`src/rtl/fetch_unit.sv`:
```
`default_nettype none
// ============================================================================
// Module      : fetch_unit
// Description : Instruction fetch stage. Holds the PC, issues in-order word
//               requests to instruction memory under a credit limit, buffers
//               returned words with their PCs in a small FIFO and hands them to
//               decode over valid/ready. Redirects flush buffered and in-flight
//               instructions.
// Revision    : 1.0 - initial release
// ============================================================================
module fetch_unit #(
    parameter logic [31:0] RESET_PC   = 32'h0000_0000,
    parameter int          FIFO_DEPTH = 4
) (
    input  logic        clk,
    input  logic        rst,
    output logic        imem_req_valid,
    input  logic        imem_req_ready,
    output logic [31:0] imem_req_addr,
    input  logic        imem_rsp_valid,
    input  logic [31:0] imem_rsp_data,
    input  logic        redirect_valid,
    input  logic [31:0] redirect_pc,
    output logic        id_valid,
    input  logic        id_ready,
    output logic [31:0] id_inst,
    output logic [31:0] id_pc
);

    localparam int c_AW = $clog2(FIFO_DEPTH);
    localparam int c_CW = c_AW + 1;
    localparam logic [c_CW:0] c_DEPTH = (c_CW + 1)'(FIFO_DEPTH);

    logic [31:0]     r_fetch_pc;
    logic [31:0]     r_rsp_pc;
    logic [c_CW-1:0] r_outstanding;
    logic [c_CW-1:0] r_drop_cnt;
    logic [c_CW-1:0] r_count;
    logic [c_AW-1:0] r_wr_ptr;
    logic [c_AW-1:0] r_rd_ptr;
    logic [31:0]     r_mem_pc   [FIFO_DEPTH];
    logic [31:0]     r_mem_inst [FIFO_DEPTH];

    logic [c_CW:0]   w_credit;
    logic            w_req_valid;
    logic            w_req_fire;
    logic            w_head_valid;
    logic            w_id_valid;
    logic            w_pop;
    logic            w_drop;
    logic            w_push;
    logic [31:0]     w_redirect_pc;
    logic            w_unused;

    // Request credit: in-flight plus buffered may never exceed the FIFO size,
    // so every kept response is guaranteed a free slot.
    assign w_credit      = {1'b0, r_outstanding} + {1'b0, r_count};
    assign w_req_valid   = !rst && !redirect_valid && (w_credit < c_DEPTH);
    assign w_req_fire    = w_req_valid && imem_req_ready;
    assign w_head_valid  = !rst && (r_count != '0);
    assign w_id_valid    = w_head_valid && !redirect_valid;
    assign w_pop         = w_id_valid && id_ready;
    assign w_drop        = (r_drop_cnt != '0);
    assign w_push        = imem_rsp_valid && !redirect_valid && !w_drop;
    assign w_redirect_pc = {redirect_pc[31:2], 2'b00};
    assign w_unused      = ^redirect_pc[1:0];

    assign imem_req_valid = w_req_valid;
    assign imem_req_addr  = r_fetch_pc;
    assign id_valid       = w_id_valid;
    assign id_inst        = w_head_valid ? r_mem_inst[r_rd_ptr] : 32'h0;
    assign id_pc          = w_head_valid ? r_mem_pc[r_rd_ptr]   : 32'h0;

    // Control state: PCs, in-flight/drop counters, FIFO pointers and occupancy.
    always_ff @(posedge clk) begin
        if (rst) begin
            r_fetch_pc    <= RESET_PC;
            r_rsp_pc      <= RESET_PC;
            r_outstanding <= '0;
            r_drop_cnt    <= '0;
            r_count       <= '0;
            r_wr_ptr      <= '0;
            r_rd_ptr      <= '0;
        end else begin
            r_outstanding <= r_outstanding + c_CW'(w_req_fire) - c_CW'(imem_rsp_valid);
            if (redirect_valid) begin
                // Everything still in flight after this cycle's response is stale.
                r_fetch_pc <= w_redirect_pc;
                r_rsp_pc   <= w_redirect_pc;
                r_count    <= '0;
                r_wr_ptr   <= '0;
                r_rd_ptr   <= '0;
                r_drop_cnt <= r_outstanding - c_CW'(imem_rsp_valid);
            end else begin
                if (w_req_fire) begin
                    r_fetch_pc <= r_fetch_pc + 32'd4;
                end
                if (imem_rsp_valid) begin
                    if (w_drop) begin
                        r_drop_cnt <= r_drop_cnt - c_CW'(1);
                    end else begin
                        r_rsp_pc <= r_rsp_pc + 32'd4;
                        r_wr_ptr <= r_wr_ptr + c_AW'(1);
                    end
                end
                if (w_pop) begin
                    r_rd_ptr <= r_rd_ptr + c_AW'(1);
                end
                case ({w_push, w_pop})
                    2'b10:   r_count <= r_count + c_CW'(1);
                    2'b01:   r_count <= r_count - c_CW'(1);
                    default: r_count <= r_count;
                endcase
            end
        end
    end

    // FIFO storage: write the kept response with the PC it belongs to.
    always_ff @(posedge clk) begin
        if (!rst && w_push) begin
            r_mem_pc[r_wr_ptr]   <= r_rsp_pc;
            r_mem_inst[r_wr_ptr] <= imem_rsp_data;
        end
    end

endmodule
`default_nettype wire

```
`config.mk`:
```
export PLATFORM = sky130hd
export DESIGN_NAME = fetch_unit
export DESIGN_NICKNAME = d
export VERILOG_FILES = /design/src/rtl/fetch_unit.sv
export SDC_FILE = /design/constraint.sdc
export NUM_CORES = 1
export LEC_CHECK = 0
export BUFFER_PORTS_ARGS = -buffer_cell sky130_fd_sc_hd__buf_2
export CORE_MARGIN = 5
export CORE_UTILIZATION = 40
export CTS_BUF_LIST = sky130_fd_sc_hd__clkbuf_4 sky130_fd_sc_hd__clkbuf_8
export DETAILED_ROUTE_END_ITERATION = 8
export GPL_TIMING_DRIVEN = 0
export MAX_ROUTING_LAYER = met4
export PLACE_DENSITY = 0.57
export SKIP_CTS_REPAIR_TIMING = 1
export SYNTH_ARGS = -nofsm -noshare
export SYNTH_HDL_FRONTEND = slang
export SYNTH_SLANG_ARGS = --single-unit
```
`constraint.sdc`:
```
create_clock -name clk -period 3.25 [get_ports clk]
set_input_delay 0.65 -clock clk [delete_from_list [all_inputs] [get_ports clk]]
set_output_delay 0.65 -clock clk [all_outputs]
set_load 0.03 [all_outputs]
```
### Yosys cells after proc, flatten, opt, wreduce, memory -nomap -nowiden

Memories as Yosys holds them, arrays and structs flattened. A register that Yosys moved wholly into a read port is not among the register bits.
Index checks and enable logic that the tools add are counted.

| storage, ports and cells | value |
|---|---|
| register bits after elaboration | 77 |
| bits in writable memories | 256 |
| bits of input ports | 70 |
| output and inout port bits | 98 |
| word-level logic and storage cells | 66 |
| memories kept | 2 |

| cells by class | value |
|---|---|
| add/sub/neg operators | 11 |
| $lt $le $gt $ge | 1 |
| eq/ne operators | 3 |
| muxes and demuxes | 17 |
| bitwise logic cells | 1 |
| reduce and logical (&&, ||, !) cells | 22 |

Memories:

| memory | depth | width | read ports | clocked after Yosys merged registers in | wr ports | line | source |
|---|---|---|---|---|---|---|---|
| r_mem_inst | 4 | 32 | 1 | 1 | 1 | 42 | `logic [31:0] r_mem_inst [FIFO_DEPTH];` |
| r_mem_pc | 4 | 32 | 1 | 1 | 1 | 41 | `logic [31:0] r_mem_pc [FIFO_DEPTH];` |

Operators by type and width:

| kind | count |
|---|---|
| $mux W32 | 7 |
| $add A32 B3 Y32 const B | 2 |
| $logic_and A1 B1 Y1 | 9 |
| $mux W3 | 3 |
| $mux W2 | 4 |
| $reduce_bool A2 Y1 | 4 |
| $pmux W3 S2 | 1 |
| $reduce_and A2 Y1 | 3 |
| $reduce_bool A3 Y1 | 2 |
| $sub A3 B1 Y3 | 2 |
| $sub A3 B1 Y3 const B | 2 |
| $add A2 B1 Y2 const B | 2 |
| $add A3 B3 Y4 | 1 |
| $lt A4 B3 Y1 const B | 1 |
| $add A3 B1 Y3 | 1 |
| $add A3 B1 Y3 const B | 1 |
| $logic_not A1 Y1 | 3 |
| $eq A2 B1 Y1 const B | 1 |
| $eq A2 B2 Y1 const B | 1 |
| $mux W1 | 2 |
| $ne A2 B2 Y1 const B | 1 |
| $reduce_or A2 Y1 | 1 |
| $not A1 Y1 | 1 |

### Logic depth before layout (Yosys ltp)

Gate-level depths: netlist of run 1.

| depth | value |
|---|---|
| word-level depth | 6 |
| mapped depth | 15 |
| depth with buffers taken out | 12 |

### Least setup slack after synthesis of run 1

OpenSTA, ideal clock, no wires.

| timing | value |
|---|---|
| kind | input -> register |
| from | input rst |
| to | register r_outstanding[2] |
| setup time | 0.128 ns |
| data arrival time | 3.135 ns |
| required time | 3.122 ns |
| setup slack | -0.013 ns |
| cell stages on the path | 15 |
| path buffers | 4 |
| cells stage by stage | buf_2 or2_1 buf_2 nor4b_4 inv_2 buf_6 buf_2 ha_1 inv_1 ha_1 inv_1 fa_1 xor2_1 xnor2_1 nor2_1 |

| between the ends | value |
|---|---|
| longest elaborated chain between the ends | 6 |

Ends and longest elaborated chain:

| element | line | source |
|---|---|---|
| start: declaration | 16 | `input logic rst,` |
| $logic_not A1 Y1 | 58 | `assign w_req_valid = !rst && !redirect_valid && (w_credit < c_DEPTH);` |
| $logic_and A1 B1 Y1 (2 in series) | 58 |  |
| $logic_and A1 B1 Y1 | 59 | `assign w_req_fire = w_req_valid && imem_req_ready;` |
| $add A3 B1 Y3 | 85 | `r_outstanding <= r_outstanding + c_CW'(w_req_fire) - c_CW'(imem_rsp_valid);` |
| $sub A3 B1 Y3 | 85 |  |
| end signal: assignment | 85 |  |
| end: declaration | 36 | `logic [c_CW-1:0] r_outstanding;` |

Several ways; a longest one is shown, not always the timed one.
A chain may end at the register's enable or synchronous reset.

### Final worst setup path of run 1

| timing | value |
|---|---|
| from | register r_outstanding[1] |
| to | register r_outstanding[2] |

| between the ends | value |
|---|---|
| longest elaborated chain between the ends | 6 |

Ends and longest elaborated chain:

| element | line | source |
|---|---|---|
| $add A3 B3 Y4 | 57 | `assign w_credit = {1'b0, r_outstanding} + {1'b0, r_count};` |
| $lt A4 B3 Y1 | 58 |  |
| $logic_and A1 B1 Y1 | 58 |  |
| $logic_and A1 B1 Y1 | 59 |  |
| $add A3 B1 Y3 (*) | 85 |  |
| $sub A3 B1 Y3 (*) | 85 |  |

Mark *: on every way between the ends. The rest lies on a longest branch, timed or not.

==> flow_summary.toml, run 1 <==
[pwr]
peakVddDrop_v = 0.000234
intPower_mw = 6.81
p_switching_mw = 2.07
p_seq_share_pct = 52.8
clkPwrFrac_pct = 39.8
power.share.switching_pct = 23.3
power_frac_comb_pct = 7.4
powerDensity_mw_per_mm2 = 548
p_leak_nw = 5.68

[yosys]
synth_edf_count = 248
async_flop_share_pct = 0
syn_area_per_cell_sq_um = 14.7
ys_seq_area_share_pct = 65.9
yosysWarningCount = 0
synth_seq_cells = 323
synthDistinctLibCells = 61
synth_top_flop_cell = "edfxtp_1"
synthCells = 923
synth_area_sq_mm = 0.0136

[setup_path]
cp_max_fo = 13
r2r-start = "r_outstanding[1]$_SDFF_PP0_"
worst_path_max_delay_cell = "nor4b_4"
cp.arrival_ns = 3.53
reg2regPathDepth = 13
crit_required_ns = 3.67
end_kind = "flop"
crit_type = "reg2reg"
reg2reg_slack_ns = 0.13
crit_chain = "ha_1 > a311o_1 > nor4b_4 > inv_2 > buf_6 > ha_1 > inv_1 > ha_1 > inv_1 > fa_2 > xor2_2 > xnor2_1 > nor2_1"
worst-path-buf-inv = 4
r2r-end = "r_outstanding[2]$_SDFF_PP0_"
cp_top_family = "adder cells"
slowest_delay_ns = 0.44
cp-start-kind = "flop"
critical_path.most_common_cell = "ha_1"

[routing]
vias_per_cell = 5.18
wire_per_inst_microns = 19.7
via_count = 8474
first_pass_iters = 5
drc = 0
drt-total-wl_mm = 32.2
drtAntennaViolNets = 0
drtIter0Drc = 509

[sta]
slew-limit-headroom_pct = 29.6
rsz0062_at_grt = "no"
period_share_pct = 96.0
worst_slack_ns = 0.130
drv_slew = 0
fin_crit_ns = 3.12
tightestPinTransition_ns = 1.05
final_hold_viol_count = 0
setup-violations-final = 0
skew_ns = 0.0190
fmax_ghz = 0.321

[floorplanning]
pin_count = 168
die_width_microns = 194
initial_utilization_pct = 40.5
die_h_microns = 194
row_count = 67
core-area_sq_mm = 0.0335
die_area_sq_mm = 0.0377

[cells_and_area]
area_delta_synth_final_pct = 19.5
fin_util_pct = 48.4
nets = 1233
final_cell_count_no_fill = 1637
antenna_cells = 0
drive_gt1_share_pct = 30.4
fillers = 3006

[clock_tree]
htreeDepth = 2
numCtsBuffers = 52
clock_path_buffers = 3
cts.sinks = 323
root_buffer = "clkbuf_8"
clock_latency_ns = 0.56
cts_tree = "done"
clkSlewWorstSetupHoldPaths_ns = 0.06

[place]
dp.cells = 1537
post-place-ws_ns = -0.436
dp_hpwl_mm = 21.7
place_congestion = 0.867
io_buffer_count = 159

[global_routing]
track_usage_pct = 17.4
antenna_found_initial = 0
grt_pass1_wl_mm = 50.8
grt_pass1_vias = 8770
grt.overflow.total = 0
grt_max_degree = 55

[min_path]
hold_start = "imem_rsp_data[7]"
hold_path.class = "in2reg"
whs_endpoint = "r_mem_inst[0][7]$_DFFE_PP_"
hold_depth = 1

[flow_run]
cap_viol_max_count = 0

[outcome]
status = "complete, no violations"
==> cells by family after synthesis <==
family	count (synthesis)	share of synthesized area (%)
AND/OR/NAND/NOR	282	11.1
flip-flops	323	65.9
buffers and inverters	83	2.58
other	1	0.0276
XOR/XNOR	39	2.52
AO/OA/AOI/OAI	111	5.46
multiplexers	67	10.7
adder cells (fa/ha/maj)	17	1.68
==> cell type report <==
type	instances	area, sq um	area share (%)
sequential	323	8950	55.2
multi-input combinational	520	4320	26.6
timing repair buffer	170	951	5.86
clock buffer	75	920	5.67
tap	448	561	3.46
buffer	50	254	1.57
clock inverter	22	154	0.949
inverter	29	109	0.671
==> routing by layer <==
metal,vias up,track usage [%],wire length [microns]
met3,48,3.13,2120
met2,305,26.5,14700
li1,3970,-,-
met5,-,-,0
met4,0,3.78,486
met1,4151,24.9,14900
==> power by group through the flow <==
stage | combinational, mW | clock (mW) | sequential (mW)
after floorplan | 0.373 | 0 | 4.78
after global placement | 0.625 | 0 | 4.77
after detailed placement | 0.640 | 0 | 4.77
after CTS | 0.643 | 3.64 | 4.68
after global routing | 0.723 | 3.85 | 4.70
final | 0.659 | 3.54 | 4.69
==> placed cells by master (no fill, tap or decap), drive strengths merged, types with 4 or more instances in the layout <==
master / n
a211oi: 16
a21boi: 11
a21oi: 28
a31oi: 9
and2: 8
and3: 9
buf: 186
clkbuf: 109
clkinv: 18
conb: 4
dfxtp: 75
edfxtp: 248
ha: 15
inv: 29
mux2: 4
mux4: 62
nand2: 52
nand3: 23
nand4: 19
nor2: 54
nor2b: 63
nor3: 20
nor4: 7
o21ai: 14
o311ai: 8
or2: 4
or4: 6
xnor2: 26
xor2: 13
==> sequential cells by signal, summed over array words and instances (netlist names), named ones only <==
register,cells
r_mem_inst,128
r_mem_pc,120
imem_req_addr,30
r_rsp_pc,30
r_count,3
r_drop_cnt,3
r_outstanding,3
r_rd_ptr,2
r_wr_ptr,2
==> synth_stat cells, types with 4 or more instances <==
cell type	n	share of area [%]
nand4_1	19	0.88
xnor2_1	26	1.7
a31oi_1	9	0.41
and2_1	8	0.37
a21boi_0	9	0.50
a21oi_1	28	1.0
buf_1	9	0.25
and3_1	9	0.41
clkbuf_1	32	0.88
or4_1	6	0.33
nor2b_1	63	2.9
buf_2	7	0.26
inv_1	27	0.75
mux2_2	4	0.33
ha_1	15	1.4
nor4_1	7	0.32
o21ai_0	14	0.52
xor2_1	13	0.84
nor3_1	20	0.74
mux4_2	62	10
nor2_1	54	1.5
buf_4	4	0.22
o311ai_0	7	0.45
edfxtp_1	248	55
dfxtp_1	75	11
nand3_1	23	0.85
a211oi_1	16	0.88
nand2_1	52	1.4
==> worst max-delay path by stage <==
stage,startpoint,to,slack (ns),cells past startpoint
after floorplan,rst,r_outstanding[2]$_SDFF_PP0_,0.01,15
after global placement,imem_rsp_valid,r_mem_inst[1][12]$_DFFE_PP_,-1.69,5
after detailed placement,redirect_valid,r_outstanding[2]$_SDFF_PP0_,-0.44,15
after CTS,flop,id_pc[29],-0.64,5
final,r_outstanding[1]$_SDFF_PP0_,r_outstanding[2]$_SDFF_PP0_,0.13,13
after global routing,r_outstanding[1]$_SDFF_PP0_,r_outstanding[2]$_SDFF_PP0_,0.03,13
==> stage by stage <==
step	power (mW)	cell area [sq um]	hold WS, ns	setup TNS, ns
6_report	8.88	16200	0.308	0
2_1_floorplan	5.15	13600	0.466	0
5_1_grt	9.28	16200	0.269	0
3_5_place_dp	5.41	15100	0.487	-0.721
4_1_cts	8.97	16100	0.265	-28.68
3_3_place_gp	5.40	15000	0.476	-415.01
No activity file was read; power rests on OpenSTA's default activity.
==> inputs of run 2 (changes only) <==
- CORE_UTILIZATION: 40 -> 58
- CTS_BUF_LIST: sky130_fd_sc_hd__clkbuf_4 sky130_fd_sc_hd__clkbuf_8 -> sky130_fd_sc_hd__clkbuf_8 sky130_fd_sc_hd__clkbuf_16
- PLACE_DENSITY: 0.57 -> 0.76
- clock period: 3.25 -> 2.9 ns (I/O delays scaled with it)
==> flow_summary.toml, run 2 (same netlist as run 1, synthesis figures left out) <==
[global_routing]
track_usage_pct = 23.1
grt_max_degree = 63
met2_usage_pct = 36.3
antenna_found_initial = 0
grt.overflow.total = 0
use_met3_pct = 4.13
grt_pass1_vias = 8542
use_met1_pct = 31.4
busiest_layer = "met2"
grt_pass1_wl_mm = 46.2

[routing]
via_count = 8453
drtAntennaViolNets = 0
vias_per_cell = 5.74
drc = 0
drt-total-wl_mm = 29.6
drtIter0Drc = 605
first_pass_iters = 5
wire_per_inst_microns = 20.1

[cells_and_area]
nets = 1217
seqCellArea_sq_mm = 0.00896
antenna_cells = 0
multiInputGateArea_sq_mm = 0.00435
drive_gt1_share_pct = 29.3
fillers = 1616
final_cell_mix = "edfxtp_1 (248), buf_2 (160), dfxtp_1 (71)"
largestRegisters = "r_mem_inst x128, r_mem_pc x120"
largest_reg_flops = 128
final_area_sq_mm = 0.0161
largest-register = "r_mem_inst"
area_delta_synth_final_pct = 18.5
final_cell_count_no_fill = 1472
final_common_cell = "edfxtp_1"
fin_util_pct = 69.1

[min_path]
hold_path.class = "in2reg"
whs_endpoint = "imem_req_addr[23]$_SDFFE_PP0P_"
hold_depth = 3
hold_start = "redirect_pc[23]"

[sta]
drv_slew = 0
tightestPinTransition_ns = 0.928
fin_crit_ns = 2.82
worst_slack_ns = 0.0831
fmax_ghz = 0.355
skew_ns = 0.0194
final_hold_viol_count = 0
setup-violations-final = 0
period_share_pct = 97.1
slew-limit-headroom_pct = 38.2

[clock_tree]
clkSlewWorstSetupHoldPaths_ns = 0.06
numCtsBuffers = 34
htreeDepth = 2
clock_latency_ns = 0.51
cts_tree = "done"
clock_path_buffers = 3
cts.sinks = 323
root_buffer = "clkbuf_16"

[floorplanning]
row_count = 56
pin_count = 168
die_width_microns = 163
initial_utilization_pct = 58.3
die_h_microns = 163
die_area_sq_mm = 0.0266
core-area_sq_mm = 0.0233

[place]
dp.cells = 1407
placed_area_sq_mm = 0.0149
place_congestion = 0.912
io_buffer_count = 159
post-place-ws_ns = -0.506
dp_hpwl_mm = 19.8

[pwr]
powerDensity_mw_per_mm2 = 617
peakVddDrop_v = 0.000399
p_leak_nw = 5.67

[setup_path]
cp-start-kind = "flop"
reg2regPathDepth = 14
end_kind = "flop"
reg2reg_slack_ns = 0.08
r2r-end = "r_outstanding[2]$_SDFF_PP0_"
cp.arrival_ns = 3.19
crit_required_ns = 3.27
crit_type = "reg2reg"
cp_max_fo = 10
r2r-start = "r_outstanding[1]$_SDFF_PP0_"

[outcome]
status = "complete, no violations"

[flow_run]
cap_viol_max_count = 0
[run 2: cell count changes in the layout (fill, tap and decap cells not counted), sizes merged]
cell      change
inv           +9
bufinv        -2
buf           +3
clkinv        -3
clkinvlp      -2
clkbuf       -41
[run 2: metal layers]
metal | up-vias | wire, microns
li1 | 3931 | -
met1 | 4086 | 12400
met2 | 375 | 14100
met3 | 61 | 2280
met4 | 0 | 779
met5 | - | 0
[run 2: stage by stage]
step	hold slack, ns	TNS (ns)	power [mW]
floorplan	0.466	-0.281	5.78
global placement	0.474	-135.34	6.03
detailed placement	0.492	-14.47	6.05
CTS	0.266	-41.29	9.96
global route	0.275	-0.0310	10.3
finish	0.282	0	9.92
[run 2: power breakdown]
part	switching [mW]	leakage [nW]	total (mW)	internal (mW)
registers	0.139	2.88	5.25	5.11
clock network	1.72	0.535	3.92	2.20
logic	0.440	2.26	0.748	0.308
[run 2: worst max-delay path by stage]
stage	start	end	slack [ns]	cells past startpoint
after floorplan	redirect_valid	r_outstanding[2]$_SDFF_PP0_	-0.16	15
after global placement	imem_rsp_valid	r_mem_inst[0][16]$_DFFE_PP_	-0.54	5
after detailed placement	redirect_valid	r_outstanding[2]$_SDFF_PP0_	-0.51	15
after CTS	flop	id_pc[8]	-0.86	5
after global routing	r_outstanding[2]$_SDFF_PP0_	r_outstanding[2]$_SDFF_PP0_	-0.03	14
final	r_outstanding[1]$_SDFF_PP0_	r_outstanding[2]$_SDFF_PP0_	0.08	14
[run 2: worst max-delay path, cell delays in order, from the launching register on]
cell and delay, ns:
dfxtp_4 0.36, ha_4 0.23, a311o_1 0.30, nor4b_4 0.30, buf_6 0.19, inv_6 0.05
buf_12 0.13, ha_4 0.22, inv_4 0.05, ha_4 0.11, inv_2 0.03, fa_2 0.33
xor2_1 0.19, xnor2_1 0.13, nor2_1 0.05
[run 2: layout make-up]
cell class                 instances  share of cell area (%)
buffer                            50                    1.84
clock buffer                      35                    5.45
clock inverter                    24                   0.840
inverter                          29                   0.724
multi-input combinational        520                    27.0
sequential                       323                    55.7
tap                              319                    2.48
timing repair buffer             172                    5.91
==> inputs of run 3 (changes only) <==
- MAX_ROUTING_LAYER: met4 -> unset
==> flow_summary.toml, run 3 (same netlist as run 1, synthesis figures left out) <==
[global_routing]
track_usage_pct = 22.3
grt.overflow.total = 0
grt_max_degree = 63
antenna_found_initial = 0
grt_pass1_wl_mm = 46.1
grt_pass1_vias = 8548

[clock_tree]
cts_tree = "done"
numCtsBuffers = 34
clock_path_buffers = 3
clock_latency_ns = 0.51
root_buffer = "clkbuf_16"
cts.sinks = 323
htreeDepth = 2
clkSlewWorstSetupHoldPaths_ns = 0.06

[min_path]
hold_depth = 3
hold_start = "redirect_pc[23]"
hold_path.class = "in2reg"
whs_endpoint = "imem_req_addr[23]$_SDFFE_PP0P_"

[setup_path]
crit_type = "reg2reg"
reg2reg_slack_ns = 0.09
cp_max_fo = 10
cp-start-kind = "flop"
r2r-end = "r_outstanding[2]$_SDFF_PP0_"
reg2regPathDepth = 14
cp.arrival_ns = 3.18
crit_required_ns = 3.27
end_kind = "flop"
r2r-start = "r_outstanding[1]$_SDFF_PP0_"

[cells_and_area]
largestRegisters = "r_mem_inst x128, r_mem_pc x120"
final_cell_mix = "edfxtp_1 (248), buf_2 (160), dfxtp_1 (71)"
area_delta_synth_final_pct = 18.5
largest-register = "r_mem_inst"
antenna_cells = 0
drive_gt1_share_pct = 29.3
final_common_cell = "edfxtp_1"
largest_reg_flops = 128
final_area_sq_mm = 0.0161
final_cell_count_no_fill = 1472
nets = 1217
fillers = 1616

[routing]
first_pass_iters = 6
drt-total-wl_mm = 29.6
drtAntennaViolNets = 0
vias_per_cell = 5.78
wire_per_inst_microns = 20.1
drtIter0Drc = 615
drc = 0
via_count = 8502

[sta]
period_share_pct = 96.9
tightestPinTransition_ns = 0.995
fin_crit_ns = 2.81
setup-violations-final = 0
fin_hold_ws_ns = 0.282
skew_ns = 0.0196
drv_slew = 0
slew-limit-headroom_pct = 33.0
worst_slack_ns = 0.0909
final_hold_viol_count = 0
fmax_ghz = 0.356

[outcome]
status = "complete, no violations"

[place]
place_congestion = 0.897
placed_area_sq_mm = 0.0149
dp.cells = 1407
dp_hpwl_mm = 19.8
io_buffer_count = 159
post-place-ws_ns = -0.506

[floorplanning]
die_width_microns = 163
die_area_sq_mm = 0.0266
row_count = 56
initial_utilization_pct = 58.3
die_h_microns = 163
pin_count = 168
core-area_sq_mm = 0.0233

[pwr]
powerDensity_mw_per_mm2 = 617
power.total_mw = 9.93
peakVddDrop_v = 0.000400
p_leak_nw = 5.67

[flow_run]
cap_viol_max_count = 0
==> run 3: cell counts in the layout (fill, tap and decap cells not counted) <==
Identical to the previous run, type by type.
==> run 3: power breakdown <==
group	total (mW)	switching, mW	internal [mW]
clock network	3.93	1.72	2.20
logic	0.748	0.440	0.308
registers	5.25	0.140	5.11
==> run 3: area by class of cell <==
cell class                      count  area (sq um)  area share [%]
Sequential cell                   323          8960            55.7
Multi-Input combinational cell    520          4350            27.0
Timing Repair Buffer              172           950            5.91
Clock buffer                       35           876            5.45
Tap cell                          319           399            2.48
Buffer                             50           297            1.84
Clock inverter                     24           135           0.840
Inverter                           29           116           0.724
==> run 3: how the worst max path moves through the flow <==
| stage | endpoint | slack (ns) | cells past startpoint | from |
|---|---|---|---|---|
| final | r_outstanding[2]$_SDFF_PP0_ | 0.09 | 14 | r_outstanding[1]$_SDFF_PP0_ |
| after global routing | r_outstanding[2]$_SDFF_PP0_ | -0.03 | 14 | r_outstanding[2]$_SDFF_PP0_ |
| after CTS | id_pc[8] | -0.86 | 5 | flop |
| after detailed placement | r_outstanding[2]$_SDFF_PP0_ | -0.51 | 15 | redirect_valid |
| after global placement | r_mem_inst[0][16]$_DFFE_PP_ | -0.54 | 5 | imem_rsp_valid |
| after floorplan | r_outstanding[2]$_SDFF_PP0_ | -0.16 | 15 | redirect_valid |
==> run 3: per-layer routing <==
metal  vias to the layer above  share of wire (%)  GRT usage [%]
met3                        60                8.2           4.51
met5                         -                  0              0
met1                      4142                 42           30.9
li1                       3935                  -              -
met2                       365                 47           36.3
met4                         0                2.9           6.86
==> run 3: through the flow <==
step / utilization (%) / setup TNS [ns]
2_1_floorplan: - / -0.281
3_3_place_gp: 63.8 / -135.34
3_5_place_dp: 64.2 / -14.47
4_1_cts: 68.5 / -41.29
5_1_grt: 69.1 / -0.0252
6_report: 69.1 / 0
==> run 3: critical path, cell delays in order, from the launching register on <==
cell and delay (ns):
dfxtp_4 0.36, ha_4 0.23, a311o_1 0.30, nor4b_4 0.30, buf_6 0.19, inv_6 0.05, buf_12 0.13, ha_4 0.22
inv_4 0.05, ha_4 0.11, inv_2 0.03, fa_2 0.33, xor2_1 0.19, xnor2_1 0.13, nor2_1 0.05
